[config.mk]
export PLATFORM = sky130hd
export DESIGN_NAME = fixed_expand_loader
export DESIGN_NICKNAME = d
export VERILOG_FILES = /design/src/rtl/fixed_expand_loader.sv
export SDC_FILE = /design/constraint.sdc
export NUM_CORES = 1
export LEC_CHECK = 0
export CAP_MARGIN = 20
export CORE_MARGIN = 2
export CORE_UTILIZATION = 55
export CTS_BUF_LIST = sky130_fd_sc_hd__clkbuf_8
export DETAILED_ROUTE_END_ITERATION = 6
export GPL_ROUTABILITY_DRIVEN = 0
export PLACE_DENSITY = 0.82
export SETUP_SLACK_MARGIN = 0.5
export SYNTH_ARGS = -nofsm -noshare
export SYNTH_HDL_FRONTEND = slang
export SYNTH_SLANG_ARGS = --single-unit
[constraint.sdc]
create_clock -name clk -period 6.2 [get_ports clk]
set_input_delay 1.24 -clock clk [delete_from_list [all_inputs] [get_ports clk]]
set_output_delay 1.24 -clock clk [all_outputs]
set_load 0.01 [all_outputs]
[src/rtl/fixed_expand_loader.sv]
// rtl/fixed_expand_loader.sv - buffer-memory reader that expands fixed-point words to accumulator format
module fixed_expand_loader #(
    parameter int DATA_BITS     = 16,
    parameter int INTERNAL_BITS = 32,
    parameter int FRAC_BITS     = 8,
    parameter int ADDR_BITS     = 12
) (
    input  logic                     clk,
    input  logic                     reset,
    input  logic                     start,
    input  logic [ADDR_BITS-1:0]     base_addr,
    input  logic [ADDR_BITS-1:0]     count,
    output logic                     busy,
    output logic                     done,
    output logic                     mem_rd_en,
    output logic [ADDR_BITS-1:0]     mem_addr,
    input  logic [DATA_BITS-1:0]     mem_rdata,
    output logic                     out_valid,
    input  logic                     out_ready,
    output logic [INTERNAL_BITS-1:0] out_data,
    output logic                     out_last
);

    localparam int EXT_BITS = INTERNAL_BITS - DATA_BITS - FRAC_BITS;
    localparam int CW       = ADDR_BITS + 1;

    typedef enum logic [1:0] {IDLE, RUN, DRAIN, DONE} state_t;

    state_t                 state_q, state_d;
    logic [ADDR_BITS-1:0]   base_q, base_d;
    logic [ADDR_BITS-1:0]   count_q, count_d;
    logic [ADDR_BITS-1:0]   issued_q, issued_d;
    logic [ADDR_BITS-1:0]   accepted_q, accepted_d;
    logic                   inflight_q, inflight_d;
    logic                   infl_last_q, infl_last_d;
    logic [1:0]             occ_q, occ_d;
    logic                   wr_ptr_q, rd_ptr_q;
    logic [INTERNAL_BITS-1:0] fifo_data_q [0:1];
    logic                   fifo_last_q [0:1];

    logic                   pop, push, rd_en;
    logic [INTERNAL_BITS-1:0] expanded;

    assign expanded = {{EXT_BITS{mem_rdata[DATA_BITS-1]}}, mem_rdata, {FRAC_BITS{1'b0}}};
    assign pop      = out_valid & out_ready;
    // The read issued last cycle always lands in the FIFO, so it is counted as occupied space.
    assign push     = inflight_q;
    assign rd_en    = (state_q == RUN) && (issued_q < count_q) &&
                      (({1'b0, occ_q} + {2'b0, inflight_q}) < (3'd2 + {2'b0, pop}));

    always_comb begin
        state_d     = state_q;
        base_d      = base_q;
        count_d     = count_q;
        issued_d    = issued_q;
        accepted_d  = accepted_q;
        inflight_d  = rd_en;
        infl_last_d = (issued_q == (count_q - ADDR_BITS'(1)));
        occ_d       = occ_q + {1'b0, push} - {1'b0, pop};
        case (state_q)
            IDLE: begin
                if (start) begin
                    state_d    = RUN;
                    base_d     = base_addr;
                    count_d    = count;
                    issued_d   = '0;
                    accepted_d = '0;
                end
            end
            RUN: begin
                if (issued_q == count_q) state_d = DRAIN;
            end
            DRAIN: begin
                if (({1'b0, accepted_q} + CW'(pop)) == {1'b0, count_q}) state_d = DONE;
            end
            DONE:    state_d = IDLE;
            default: state_d = IDLE;
        endcase
        if (rd_en) issued_d = issued_q + ADDR_BITS'(1);
        if (pop)   accepted_d = accepted_q + ADDR_BITS'(1);
    end

    always_ff @(posedge clk) begin
        if (reset) begin
            state_q     <= IDLE;
            base_q      <= '0;
            count_q     <= '0;
            issued_q    <= '0;
            accepted_q  <= '0;
            inflight_q  <= 1'b0;
            infl_last_q <= 1'b0;
            occ_q       <= '0;
            wr_ptr_q    <= 1'b0;
            rd_ptr_q    <= 1'b0;
            for (int i = 0; i < 2; i++) begin
                fifo_data_q[i] <= '0;
                fifo_last_q[i] <= 1'b0;
            end
        end else begin
            state_q     <= state_d;
            base_q      <= base_d;
            count_q     <= count_d;
            issued_q    <= issued_d;
            accepted_q  <= accepted_d;
            inflight_q  <= inflight_d;
            infl_last_q <= infl_last_d;
            occ_q       <= occ_d;
            if (push) begin
                fifo_data_q[wr_ptr_q] <= expanded;
                fifo_last_q[wr_ptr_q] <= infl_last_q;
                wr_ptr_q              <= ~wr_ptr_q;
            end
            if (pop) rd_ptr_q <= ~rd_ptr_q;
        end
    end

    assign busy      = (state_q == RUN) || (state_q == DRAIN);
    assign done      = (state_q == DONE);
    assign mem_rd_en = rd_en;
    assign mem_addr  = base_q + issued_q;
    assign out_valid = (occ_q != 2'd0);
    assign out_data  = out_valid ? fifo_data_q[rd_ptr_q] : '0;
    assign out_last  = out_valid & fifo_last_q[rd_ptr_q];

endmodule
==> flow_summary_export.csv <==
group,metric,value,unit
outcome,status,"finished clean",
global_route,grt_max_degree,49,
synth,netlist_instances,651,
power,peakVddDrop,0.149,mV
synth,synth-main-ff-cell,"dfxtp_1",
detailed_routing,drc,0,
global_route,track_usage,24.8,%
cts,cts_tree,"built",
final_layout,synthToLayoutAreaGrowth,16.9,%
global_route,grt_first_pass_wirelength,22200,microns
cts,cts-hold-fix-buffers,0,
timing,fin_crit,4.52,ns
hold_path,hp-class,"flip-flop to flip-flop",
place,dp_hpwl,9470,microns
cts,numClockSinks,91,
timing,worst_pin_slew,1.02,ns
final_layout,fin_cells,846,
cts,cts_buffers,9,
global_route,grt_overflow_total,0,
place,placed_cells,830,
synth,synth_area,0.00569,sq mm
global_route,grt_pass1_vias,4721,
detailed_routing,vias,4876,
die,ios,93,
die,die_h,106,microns
cts,clockBufferDepth,2,
global_route,antenna_found_initial,0,
power,p_per_area,313,mW/mm^2
final_layout,nets,787,
synth,ys_types,68,
die,die_x,106,microns
critical_path,cp_max_fo,10,
critical_path,worstPathArrival,3.28,ns
critical_path,slowest_stage,"clkdlybuf4s50_1",
timing,max_freq,221,MHz
detailed_routing,drt-pass1-iter-count,5,
detailed_routing,wl_per_cell,15.7,microns
critical_path,cp_cell_sequence,"clkdlybuf4s50_1, o21ai_1, o21ai_1, nand2_1, a21oi_1, and2_1, clkdlybuf4s50_1",
run,cap_violations,0,
cts,cts-resized-gates,0,
critical_path,cp-end-kind,"output port",
synth,avgSynthCellArea,8.73,sq um
cts,post_cts_buffers,0,
cts,path_clk_slew,0.09,ns
timing,finalHoldViolCount,0,
critical_path,cp.buffers_inverters,2,
place,io_buffers,84,
timing,fin_crit_sh,72.9,%
cts,root_buffer,"clkbuf_8",
detailed_routing,drtAntennaViolNets,0,
final_layout,n_antenna_cell,0,
timing,finalSetupViolCount,0,
power,power_leakage,0.00261,uW
die,rows,37,
synth,ys_ff_latch,91,
timing,rsz0062_at_grt,"false",
timing,fin_tns_setup,0,ns
timing,hold_ws,0.472,ns
critical_path,max_stage_delay,0.60,ns
timing,slew_headroom,31.8,%
cts,clk_latency,0.38,ns
synth,synthArstFlopShare,0,%
critical_path,worst_path_dominant_cell_family,"buffers and inverters",
critical_path,worst-setup-path-type,"input pin to output port",
synth,synth_edf_count,34,
die,start_util,55.8,%
detailed_routing,routed_wl,13300,microns
critical_path,required,4.96,ns
timing,fin_worst_skew,0.0105,ns
cts,htree_levels,3,
detailed_routing,drt_first_iter_violations,281,
die,fp.dieArea,0.0112,sq mm
final_layout,drive_gt1_share,4.23,%
synth,ys.warnings.count,0,
critical_path,start_kind,"input pin",
timing,maxSlewViolCount,0,
detailed_routing,vias_per_cell,5.76,
synth,yosysSeqAreaShare,38.0,%
die,coreArea,0.0102,sq mm
## sequential cells by signal (all words and copies together), names as in the netlist, named ones only
signal and flops:
fifo_data_q 32, accepted_q 12, base_q 12, count_q 12, issued_q 12, fifo_last_q 2, occ_q 2, state_q 2
infl_last_q 1, inflight_q 1, rd_ptr_q 1, wr_ptr_q 1
## path summary, 6_finish.rpt
kind         startpoint    endpoint  slack [ns]  cells past startpoint
min           base_q[8]   base_q[8]        0.47                      2
min reg2reg   base_q[8]   base_q[8]        0.47                      2
max           out_ready   mem_rd_en        1.68                      7
max reg2reg    occ_q[0]  state_q[1]        2.95                     11
## report_power, final
part           internal (uW)  total (uW)  switching (uW)
clock network            148         372             224
registers                705         781            76.4
logic                    424         927             503
## logic make-up after synthesis
group                    count (synthesis)  share of synthesized area [%]
AND/OR/NAND/NOR                        246                           21.2
XOR/XNOR                                43                           6.62
buffers and inverters                   83                           7.00
multiplexers                            21                           3.72
other                                    1                         0.0660
AO/OA/AOI/OAI                          128                           14.8
flip-flops                              91                           38.0
adder cells (fa/ha/maj)                 38                           8.49
## worst register-to-register path: cells and delay by family, from the launching register on
kind	cells	cell delay, ns
buffers and inverters	1	0.42
XOR/XNOR	1	0.14
adder cells (fa/ha/maj)	2	0.62
flip-flops	1	0.35
AO/OA/AOI/OAI	6	1.51
AND/OR/NAND/NOR	1	0.12
## metrics by stage
step	cell area [sq um]	setup WS [ns]	total power, uW	util (%)
2_1_floorplan	5710	2.66	1410	-
3_3_place_gp	6470	1.70	1680	63.5
3_5_place_dp	6470	1.70	1710	63.5
4_1_cts	6640	1.68	2080	65.2
5_1_grt	6640	1.56	2220	65.2
6_report	6640	1.68	2080	65.2
## cell type report
class                      instances  area [sq um]
clock buffer                       9           124
clock inverter                     7          52.6
fill                             861          3540
inverter                          32           120
multi-input combinational        484          3150
sequential                        91          2160
tap                              136           170
timing repair buffer              87           863
## cell usage after synthesis (15+ instances only)
cell      instances  share of area (%)
nor2_1           57                3.8
ha_1             37                8.1
nand2_1          73                4.8
xor2_1           17                2.6
nand3_1          22                1.9
clkbuf_1         27                1.8
inv_1            30                2.0
and2_1           37                4.1
buf_4            17                2.2
nor3_1           15                1.3
mux2i_1          20                3.5
edfxtp_1         34                 18
dfxtp_1          57                 20
a21oi_1          39                3.4
o21ai_0          17                1.5
xnor2_1          26                4.0
## placed cells by master, fill, tap and decap left out, types with 3 or more instances in the layout
| cell type | Yosys | routed |
|---|---|---|
| o21ai_0 | 17 | 17 |
| clkdlybuf4s50_1 | 0 | 84 |
| clkbuf_8 | 0 | 9 |
| nand2b_1 | 5 | 5 |
| nand4_1 | 4 | 4 |
| xnor2_1 | 26 | 26 |
| nand3_1 | 22 | 22 |
| and3_1 | 8 | 8 |
| and2_1 | 37 | 37 |
| mux2i_1 | 20 | 20 |
| nor2b_1 | 5 | 5 |
| a311oi_1 | 8 | 8 |
| inv_1 | 30 | 31 |
| o21a_1 | 7 | 7 |
| o211ai_1 | 4 | 4 |
| nor3b_1 | 4 | 4 |
| a21o_1 | 4 | 4 |
| o31ai_1 | 5 | 5 |
| nand2_1 | 73 | 73 |
| a22o_1 | 3 | 3 |
| a211oi_1 | 3 | 3 |
| clkinv_4 | 0 | 3 |
| o21ai_1 | 8 | 8 |
| nor2_1 | 57 | 57 |
| buf_4 | 17 | 3 |
| a21oi_1 | 39 | 39 |
| dfxtp_1 | 57 | 57 |
| nor3_1 | 15 | 15 |
| edfxtp_1 | 34 | 34 |
| conb_1 | 1 | 8 |
| xor2_1 | 17 | 17 |
| a31oi_1 | 8 | 8 |
| ha_1 | 37 | 37 |
## routing by layer
metal	track usage [%]	up-vias	wire, microns
met1	31.2	2287	5750
li1	-	2366	-
met3	3.96	37	694
met5	0	-	0
met4	11.2	0	384
met2	41.9	186	6490
Note: power is estimated with default switching activity, not from simulation.
